**config.mk**
```make
export PLATFORM = sky130hd
export DESIGN_NAME = midi_spi_master_flat
export DESIGN_NICKNAME = d
export VERILOG_FILES = /design/src/rtl/midi_spi_master_if.sv /design/src/rtl/midi_spi_master.sv /design/src/flat_wrapper.sv
export SDC_FILE = /design/constraint.sdc
export NUM_CORES = 1
export LEC_CHECK = 0
export ABC_CLOCK_PERIOD_IN_PS = 3100
export CORE_AREA = 2 2 78 80
export DETAILED_ROUTE_END_ITERATION = 10
export DIE_AREA = 0 0 80 82
export PLACE_DENSITY = 0.71
export SLEW_MARGIN = 20
export SYNTH_ARGS = -nofsm -noshare
export SYNTH_HDL_FRONTEND = slang
export SYNTH_SLANG_ARGS = --single-unit
```
**constraint.sdc**
```tcl
create_clock -name clk -period 3.1 [get_ports clk]
set_clock_uncertainty 0.1 [all_clocks]
set_input_delay 0.62 -clock clk [delete_from_list [all_inputs] [get_ports clk]]
set_output_delay 0.62 -clock clk [all_outputs]
set_load 0.02 [all_outputs]
```
**src/rtl/midi_spi_master_if.sv**
```systemverilog
// midi_spi_master_if
// Bundles the command handshake, the SPI pins and the status outputs of
// midi_spi_master so the block can be wired with a single port.
//   cmd_valid/cmd_ready     : request handshake (host -> block)
//   cmd_note_on/note/velocity: message fields, sampled at the handshake
//   spi_sclk/mosi/nss        : SPI mode-0 outputs of the block
//   spi_miso                 : SPI serial input, synchronous to clk
//   busy/done                : block status, done is a one-cycle pulse
//   rx_byte/rx_valid         : last received byte and its update pulse
// Modports:
//   master : the SPI master block itself
//   slave  : everything around it (host side and SPI peripheral side)
interface midi_spi_master_if;
    logic       cmd_valid;
    logic       cmd_ready;
    logic       cmd_note_on;
    logic [6:0] cmd_note;
    logic [6:0] cmd_velocity;
    logic       spi_sclk;
    logic       spi_mosi;
    logic       spi_nss;
    logic       spi_miso;
    logic       busy;
    logic       done;
    logic [7:0] rx_byte;
    logic       rx_valid;

    modport master (
        input  cmd_valid, cmd_note_on, cmd_note, cmd_velocity, spi_miso,
        output cmd_ready, spi_sclk, spi_mosi, spi_nss, busy, done,
               rx_byte, rx_valid
    );

    modport slave (
        output cmd_valid, cmd_note_on, cmd_note, cmd_velocity, spi_miso,
        input  cmd_ready, spi_sclk, spi_mosi, spi_nss, busy, done,
               rx_byte, rx_valid
    );
endinterface

```
**src/rtl/midi_spi_master.sv**
```systemverilog
// midi_spi_master
// Sends a three-byte MIDI note message (status, note, velocity) over a
// mode-0 SPI link and captures the byte clocked back on spi_miso during
// each transmitted byte.
// Parameters:
//   CLK_DIV  : SCLK half-period in clk cycles (2..255)
//   BYTE_GAP : idle cycles between bytes, NSS low / SCLK low (1..255)
//   NSS_HOLD : minimum NSS-high cycles after a message (1..255)
// Ports:
//   clk   : system clock, all logic on its rising edge
//   reset : synchronous, active-high
//   bus   : midi_spi_master_if.master (handshake, SPI pins, status)
module midi_spi_master #(
    parameter int CLK_DIV  = 4,
    parameter int BYTE_GAP = 8,
    parameter int NSS_HOLD = 8
) (
    input  logic                   clk,
    input  logic                   reset,
    midi_spi_master_if.master      bus
);

    typedef enum logic [2:0] {
        IDLE,
        LEAD,
        SHIFT,
        GAP,
        TRAIL,
        HOLD
    } state_t;

    // Terminal counts; every phase counts 0..LAST so no phase ever wraps.
    localparam logic [7:0] DIV_LAST  = 8'(CLK_DIV - 1);
    localparam logic [7:0] GAP_LAST  = 8'(BYTE_GAP - 1);
    localparam logic [7:0] HOLD_LAST = 8'(NSS_HOLD - 1);

    state_t     r_state;
    logic [7:0] r_cnt;
    logic [2:0] r_bit;
    logic [1:0] r_byte;
    logic [7:0] r_tx;
    logic [7:0] r_b1;
    logic [7:0] r_b2;
    logic [7:0] r_rx_sh;
    logic [7:0] r_rx_byte;
    logic       r_rx_valid;
    logic       r_sclk;
    logic       r_mosi;
    logic       r_nss;
    logic       r_done;

    logic [7:0] w_b0;
    logic [7:0] w_next_byte;

    assign w_b0        = bus.cmd_note_on ? 8'h90 : 8'h80;
    assign w_next_byte = (r_byte == 2'd0) ? r_b1 : r_b2;

    always_ff @(posedge clk) begin
        if (reset) begin
            r_state    <= IDLE;
            r_cnt      <= 8'd0;
            r_bit      <= 3'd0;
            r_byte     <= 2'd0;
            r_tx       <= 8'd0;
            r_b1       <= 8'd0;
            r_b2       <= 8'd0;
            r_rx_sh    <= 8'd0;
            r_rx_byte  <= 8'd0;
            r_rx_valid <= 1'b0;
            r_sclk     <= 1'b0;
            r_mosi     <= 1'b0;
            r_nss      <= 1'b1;
            r_done     <= 1'b0;
        end else begin
            r_done     <= 1'b0;
            r_rx_valid <= 1'b0;
            case (r_state)
                IDLE: begin
                    if (bus.cmd_valid) begin
                        // All three bytes are captured here so later input
                        // changes cannot corrupt the message in flight.
                        r_state <= LEAD;
                        r_cnt   <= 8'd0;
                        r_bit   <= 3'd0;
                        r_byte  <= 2'd0;
                        r_tx    <= w_b0;
                        r_b1    <= {1'b0, bus.cmd_note};
                        r_b2    <= {1'b0, bus.cmd_velocity};
                        r_nss   <= 1'b0;
                        r_sclk  <= 1'b0;
                        r_mosi  <= w_b0[7];
                    end
                end
                LEAD: begin
                    if (r_cnt == DIV_LAST) begin
                        r_state <= SHIFT;
                        r_cnt   <= 8'd0;
                    end else begin
                        r_cnt <= r_cnt + 8'd1;
                    end
                end
                SHIFT: begin
                    if (r_cnt != DIV_LAST) begin
                        r_cnt <= r_cnt + 8'd1;
                    end else begin
                        r_cnt <= 8'd0;
                        if (!r_sclk) begin
                            // Rising SCLK: the peripheral's bit is captured
                            // on the same edge it sees ours.
                            r_sclk  <= 1'b1;
                            r_rx_sh <= {r_rx_sh[6:0], bus.spi_miso};
                        end else begin
                            r_sclk <= 1'b0;
                            if (r_bit != 3'd7) begin
                                r_bit  <= r_bit + 3'd1;
                                r_tx   <= {r_tx[6:0], 1'b0};
                                r_mosi <= r_tx[6];
                            end else begin
                                r_bit      <= 3'd0;
                                r_rx_byte  <= r_rx_sh;
                                r_rx_valid <= 1'b1;
                                if (r_byte == 2'd2) begin
                                    r_state <= TRAIL;
                                    r_mosi  <= 1'b0;
                                end else begin
                                    // MOSI is preset to the next MSB so it
                                    // is settled for the whole gap.
                                    r_state <= GAP;
                                    r_byte  <= r_byte + 2'd1;
                                    r_tx    <= w_next_byte;
                                    r_mosi  <= w_next_byte[7];
                                end
                            end
                        end
                    end
                end
                GAP: begin
                    if (r_cnt == GAP_LAST) begin
                        r_state <= SHIFT;
                        r_cnt   <= 8'd0;
                    end else begin
                        r_cnt <= r_cnt + 8'd1;
                    end
                end
                TRAIL: begin
                    if (r_cnt == DIV_LAST) begin
                        r_state <= HOLD;
                        r_cnt   <= 8'd0;
                        r_nss   <= 1'b1;
                        r_done  <= 1'b1;
                    end else begin
                        r_cnt <= r_cnt + 8'd1;
                    end
                end
                HOLD: begin
                    if (r_cnt == HOLD_LAST) begin
                        r_state <= IDLE;
                        r_cnt   <= 8'd0;
                    end else begin
                        r_cnt <= r_cnt + 8'd1;
                    end
                end
                default: begin
                    r_state <= IDLE;
                    r_nss   <= 1'b1;
                    r_sclk  <= 1'b0;
                end
            endcase
        end
    end

    assign bus.cmd_ready = (r_state == IDLE);
    assign bus.busy      = (r_state != IDLE);
    assign bus.spi_sclk  = r_sclk;
    assign bus.spi_mosi  = r_mosi;
    assign bus.spi_nss   = r_nss;
    assign bus.done      = r_done;
    assign bus.rx_byte   = r_rx_byte;
    assign bus.rx_valid  = r_rx_valid;

endmodule

```
**src/flat_wrapper.sv**
```systemverilog
// flat-port wrapper written by rule: the top's interface ports become plain ports
module midi_spi_master_flat 
#(
    parameter int CLK_DIV  = 4,
    parameter int BYTE_GAP = 8,
    parameter int NSS_HOLD = 8
)
  (clk, reset, bus_cmd_valid, bus_cmd_note_on, bus_cmd_note, bus_cmd_velocity, bus_spi_miso, bus_cmd_ready, bus_spi_sclk, bus_spi_mosi, bus_spi_nss, bus_busy, bus_done, bus_rx_byte, bus_rx_valid);
  midi_spi_master_if bus_i ();
  input  logic clk;
  input  logic reset;
  input wire logic [$bits(bus_i.cmd_valid)-1:0] bus_cmd_valid;
  input wire logic [$bits(bus_i.cmd_note_on)-1:0] bus_cmd_note_on;
  input wire logic [$bits(bus_i.cmd_note)-1:0] bus_cmd_note;
  input wire logic [$bits(bus_i.cmd_velocity)-1:0] bus_cmd_velocity;
  input wire logic [$bits(bus_i.spi_miso)-1:0] bus_spi_miso;
  output wire logic [$bits(bus_i.cmd_ready)-1:0] bus_cmd_ready;
  output wire logic [$bits(bus_i.spi_sclk)-1:0] bus_spi_sclk;
  output wire logic [$bits(bus_i.spi_mosi)-1:0] bus_spi_mosi;
  output wire logic [$bits(bus_i.spi_nss)-1:0] bus_spi_nss;
  output wire logic [$bits(bus_i.busy)-1:0] bus_busy;
  output wire logic [$bits(bus_i.done)-1:0] bus_done;
  output wire logic [$bits(bus_i.rx_byte)-1:0] bus_rx_byte;
  output wire logic [$bits(bus_i.rx_valid)-1:0] bus_rx_valid;
  assign bus_i.cmd_valid = bus_cmd_valid;
  assign bus_i.cmd_note_on = bus_cmd_note_on;
  assign bus_i.cmd_note = bus_cmd_note;
  assign bus_i.cmd_velocity = bus_cmd_velocity;
  assign bus_i.spi_miso = bus_spi_miso;
  assign bus_cmd_ready = bus_i.cmd_ready;
  assign bus_spi_sclk = bus_i.spi_sclk;
  assign bus_spi_mosi = bus_i.spi_mosi;
  assign bus_spi_nss = bus_i.spi_nss;
  assign bus_busy = bus_i.busy;
  assign bus_done = bus_i.done;
  assign bus_rx_byte = bus_i.rx_byte;
  assign bus_rx_valid = bus_i.rx_valid;
  midi_spi_master #(.CLK_DIV(CLK_DIV), .BYTE_GAP(BYTE_GAP), .NSS_HOLD(NSS_HOLD)) u_core (.clk(clk), .reset(reset), .bus(bus_i));
endmodule
```
==> qor.yml <==
status:
  status: "completed"
detailed_routing:
  viasPerCell: 5.55
  finalWirelength_mm: 6.04
  highest_layer: "met4"
  ant_nets: 0
  num_vias: 2433
  routedLengthMet1_mm: 2.86
  dr_wl_met3_um: 316
  initialDrtViolationCount: 195
  met2_length_mm: 2.81
  drc: 0
  drt_pass1_iterations: 5
  wire_per_inst_um: 13.8
global_routing:
  track_usage_pct: 19.1
  antenna_found_initial: 0
  grt_max_degree: 40
  grt_pass1_vias: 2214
  grt_pass1_wl_mm: 9.76
  grt-ovfl-total: 0
yosys:
  syn_nets: 357
  synth.distinct_cells: 51
  yosysSeqAreaShare_pct: 41.6
  yosysWarnings: 0
  synth.largest_area_cell: "dfxtp_1"
  synthTopCellsByCount: "nand2_1, dfxtp_1, a21oi_1"
  yosysMostFrequentCell: "nand2_1"
  synth_ff_type: "dfxtp_1"
  ys_ff_latch: 58
  synth_top_area_share_pct: 41.6
  async_flop_share_pct: 0
  synth_edf_count: 0
  syn-cell-area_um2: 2790
  syn-instance-count: 333
  synth_area_leaders: "dfxtp_1, nand2_1, a21oi_1"
  synth_area_per_cell_um2: 8.39
placed_design:
  hpwl_mm: 3.98
  gp_congestion: 0.798
  dp.cells: 423
  io_buffers: 33
worst_setup_path:
  slowest_delay_ps: 750
  slowest_stage: "dfxtp_1"
  start_kind: "flop"
  setup.worst_path.class: "reg2out"
  cp-end-kind: "output port"
  worstPathCellList: "nor3_1, inv_1, clkdlybuf4s50_1"
  cp_max_fo: 17
  rr_worst_depth: 5
  cp.arrival_ps: 1870
  worstPathRequired_ps: 2380
cts:
  clock-sinks: 58
  cts_hold_buffers: 0
  cts_tree: "done"
  ctsLongestPathBuffers: 2
  cts_max_level: 3
  numCtsBuffers: 9
  clk_latency_ps: 330
  clockRootBuffer: "clkbuf_8"
  cts.clk_slew.worst_paths_ps: 60
  post_cts_resized: 0
  cts_setup_buffers: 0
timing:
  hold_viol_final: 0
  setup-tns-final_ps: 0
  drv_slew: 0
  min_period_ps: 2590
  slew_headroom_pct: 51.7
  worstMarginPinSlew_ps: 723
  max_freq_mhz: 386
  rsz0062_at_grt: "false"
  setup_viol: 0
  fin_crit_sh_pct: 83.6
layout:
  area_growth_pct: 19.0
  postLayoutCoreUtil_pct: 57.8
  fin_nets: 383
  final_layout_size_suffix_gt1_share_pct: 8.82
  diodes: 0
  fin_cells: 438
pwr:
  power.density_nw_per_um2: 660
  ir_drop_mv: 0.396
  p_leak_nw: 1.19
die:
  core-area_um2: 5750
  ios: 34
  die_w_um: 80
  start_util_pct: 48.6
  die_h_um: 82
  die_area_um2: 6560
  rows: 28
run:
  drv_cap: 0
hold_path:
  min_path_cells: 2
  hold_path.class: "reg2reg"
-- cell type report --
type	count	area, µm²
fillers	532	2420
multi-input cells	244	1490
flip-flops and latches	58	1160
repair buffers	38	363
clock buffers	12	145
well taps	75	93.8
clock inverters	3	40.0
inverters	8	30.0
-- final timing paths --
path | startpoint | endpoint | slack, ps
setup reg to reg | u_core.r_state[0] | u_core.r_tx[4] | 740
hold / removal | u_core.r_tx[3] | u_core.r_tx[3] | 350
setup / recovery | u_core.r_state[0] | bus_busy | 510
hold reg to reg | u_core.r_tx[3] | u_core.r_tx[3] | 350
-- per-stage QoR --
step	hold WS, ps	power [mW]	worst slack [ps]	cell area [µm²]
4_1_cts	353	2.21	516	3320
3_5_place_dp	344	1.54	650	3140
2_1_floorplan	332	1.34	941	2790
6_report	350	2.19	509	3320
5_1_grt	370	2.32	433	3320
3_3_place_gp	338	1.53	702	3140
-- cells in the final DEF, fill, tap and decap left out, types with 4 or more instances in the layout --
cell             count
a21oi_1             33
a211oi_1             5
clkdlybuf4s50_1     32
nand2b_1             5
nand3b_1             4
dfxtp_1             58
a31oi_1              6
o2111ai_1            5
buf_4                5
nand3_1              7
and3_1               5
nand2_1             66
inv_1                8
clkbuf_8            10
nor2_1              22
o21ai_0             15
ha_1                 5
mux2i_1             16
nor3_1               6
-- critical path: cells and delay by family (launching register included) --
| family | cells | cell delay, ps |
|---|---|---|
| simple gates | 1 | 120 |
| flops | 1 | 750 |
| buf+inv | 2 | 670 |
-- flip-flops by register name (all words and copies together) (netlist names), 2 cells and up --
signal and flops:
u_core.r_state 3, u_core.r_rx_sh 8, u_core.r_b1 7, u_core.r_byte 2, u_core.r_b2 7, u_core.r_tx 7
u_core.r_cnt 8, u_core.bus.rx_byte 8, u_core.r_bit 3
-- report_power, final --
part / internal (mW) / switching, mW
clock: 0.386 / 0.277
sequential: 0.815 / 0.0624
combinational: 0.270 / 0.383
total: 1.47 / 0.723
-- routing by layer --
metal  vias up  GRT usage (%)
li1       1227              -
met4         0           5.93
met5         -              0
met2        62           30.8
met1      1140           23.7
met3         4           7.58
-- cells by family (layout without fill, tap and decap cells) --
group | after synthesis | in the layout | synth area share [%]
AND/OR/NAND/NOR | 133 | 133 | 23.9
multiplexers | 17 | 17 | 6.14
XOR/XNOR | 2 | 2 | 0.627
adder cells (fa/ha/maj) | 5 | 5 | 2.24
buffers and inverters | 31 | 61 | 5.06
AO/OA/AOI/OAI | 87 | 87 | 20.5
flip-flops | 58 | 58 | 41.6
No activity file was read; power rests on OpenSTA's default activity.
==> variant (same flow settings) <==
Re-encode `state_t` (6 states) as one-hot, 6 bits wide.
--- a/src/rtl/midi_spi_master.sv
+++ b/src/rtl/midi_spi_master.sv
@@ -20,13 +20,13 @@
     midi_spi_master_if.master      bus
 );
 
-    typedef enum logic [2:0] {
-        IDLE,
-        LEAD,
-        SHIFT,
-        GAP,
-        TRAIL,
-        HOLD
+    typedef enum logic [5:0] {
+        IDLE  = 6'b000001,
+        LEAD  = 6'b000010,
+        SHIFT = 6'b000100,
+        GAP   = 6'b001000,
+        TRAIL = 6'b010000,
+        HOLD  = 6'b100000
     } state_t;
 
     // Terminal counts; every phase counts 0..LAST so no phase ever wraps.
Behaviour: same outputs for any inputs over 10 cycles, from zero or initial values and one cycle with reset high; not proved beyond that.
==> variant against the unedited design <==
- area after synthesis rose by 6.5%
- sequential share of layout area rose by 0.31 points
- setup slack got worse by 0.24 ns
- highest routed layer unchanged
- design area rose by 4.3%
- synthesized cell count rose by 5.4%
- count of clock-buffer cells in the layout fell by 1
- routed wire length rose by 7.2%
- sequential cell count rose by 3
- die area did not move
- via count rose by 6.5%
Power is not compared: it rests on default switching activity, and its combinational part moved more than twofold at a synthesized area within 25%.
==> variant: results (changes against the unedited design) <==
- Nonclk buf count: 40 (was 38)
- Fill count: 572 (was 532)
- Sequential share of the synthesized area: 41.1% (was 41.6%)
- Clock-cell share of area: 4.23% (was 5.57%)
- Critical Path AT: 2.11 ns (was 1.87 ns)
- Largest net degree at the start of global routing: 57 (was 40)
- Post-Synth Adder-Cell Area: 2.10% (was 2.24%)
- Fraction of area in multi-input gates: 46.2% (was 44.8%)
- DP Area: 3320 um2 (was 3140 um2)
- Met3 wire len: 314 um (was 316 um)
- RR Startpoint: u_core.r_state[0]$_SDFFE_PP1P_ (was u_core.r_state[0]$_SDFFE_PP0P_)
- Crit-path slowest cell: clkdlybuf4s50_1 (was dfxtp_1)
- DRT Wirelength: 6480 um (was 6040 um)
- Hpwl dp: 4440 um (was 3980 um)
- Metal2 WL: 2950 um (was 2810 um)
- Global-route wire length before repair: 11400 um (was 9760 um)
- Via density: 5.76 (was 5.55)
- Non-clk invs: 7 (was 8)
- Via count of the first global-routing pass: 2467 (was 2214)
- GRT Total Usage: 22.2% (was 19.1%)
- Met2 track demand over resource: 34.3% (was 30.8%)
- Hold WS: 0.351 ns (was 0.350 ns)
- Number of multi-input logic gates: 253 (was 244)
- WP depth: 4 (was 3)
- Crit-path max FO: 9 (was 17)
- Final #Nets: 396 (was 383)
- Sequential share of cell area: 35.2% (was 34.9%)
- Drt first pass iters: 4 (was 5)
- WL met1: 3100 um (was 2860 um)
- Min-delay src: u_core.r_b2[2]$_SDFFE_PP0P_ (was u_core.r_tx[3]$_SDFFE_PP0P_)
- Buffering overhead: 10.9% (about the same)
- Status: complete, no violations (unchanged)
- Synth Area in XOR/XNOR: 2.36% (was 0.627%)
- Flops & latches, synth: 61 (was 58)
-- variant: cell count changes after synthesis, sizes merged, moves of 4 or more --
cell	before	now
o41ai	1	5
nor2	23	32
o2111ai	5	0
nand3	7	29
mux2i	16	22
a31oi	6	0
or3	0	4
o311ai	0	8
nand3b	4	0
nand2	66	28
clkbuf	17	26
xor2	1	5
-- variant: stage by stage --
step,power [mW],setup WS (ns),std cells
after floorplan,0.982,0.869,351
after global placement,1.06,0.554,436
after detailed placement,1.06,0.512,436
after CTS,1.62,0.274,450
after global routing,1.68,0.176,450
final,1.60,0.271,450
-- variant: power by group through the flow --
stage | Clock, mW | Combinational (mW) | Sequential, mW
after floorplan | 0 | 0.144 | 0.838
after global placement | 0 | 0.214 | 0.843
after detailed placement | 0 | 0.215 | 0.844
after CTS | 0.575 | 0.217 | 0.827
after global routing | 0.606 | 0.239 | 0.831
final | 0.558 | 0.216 | 0.827
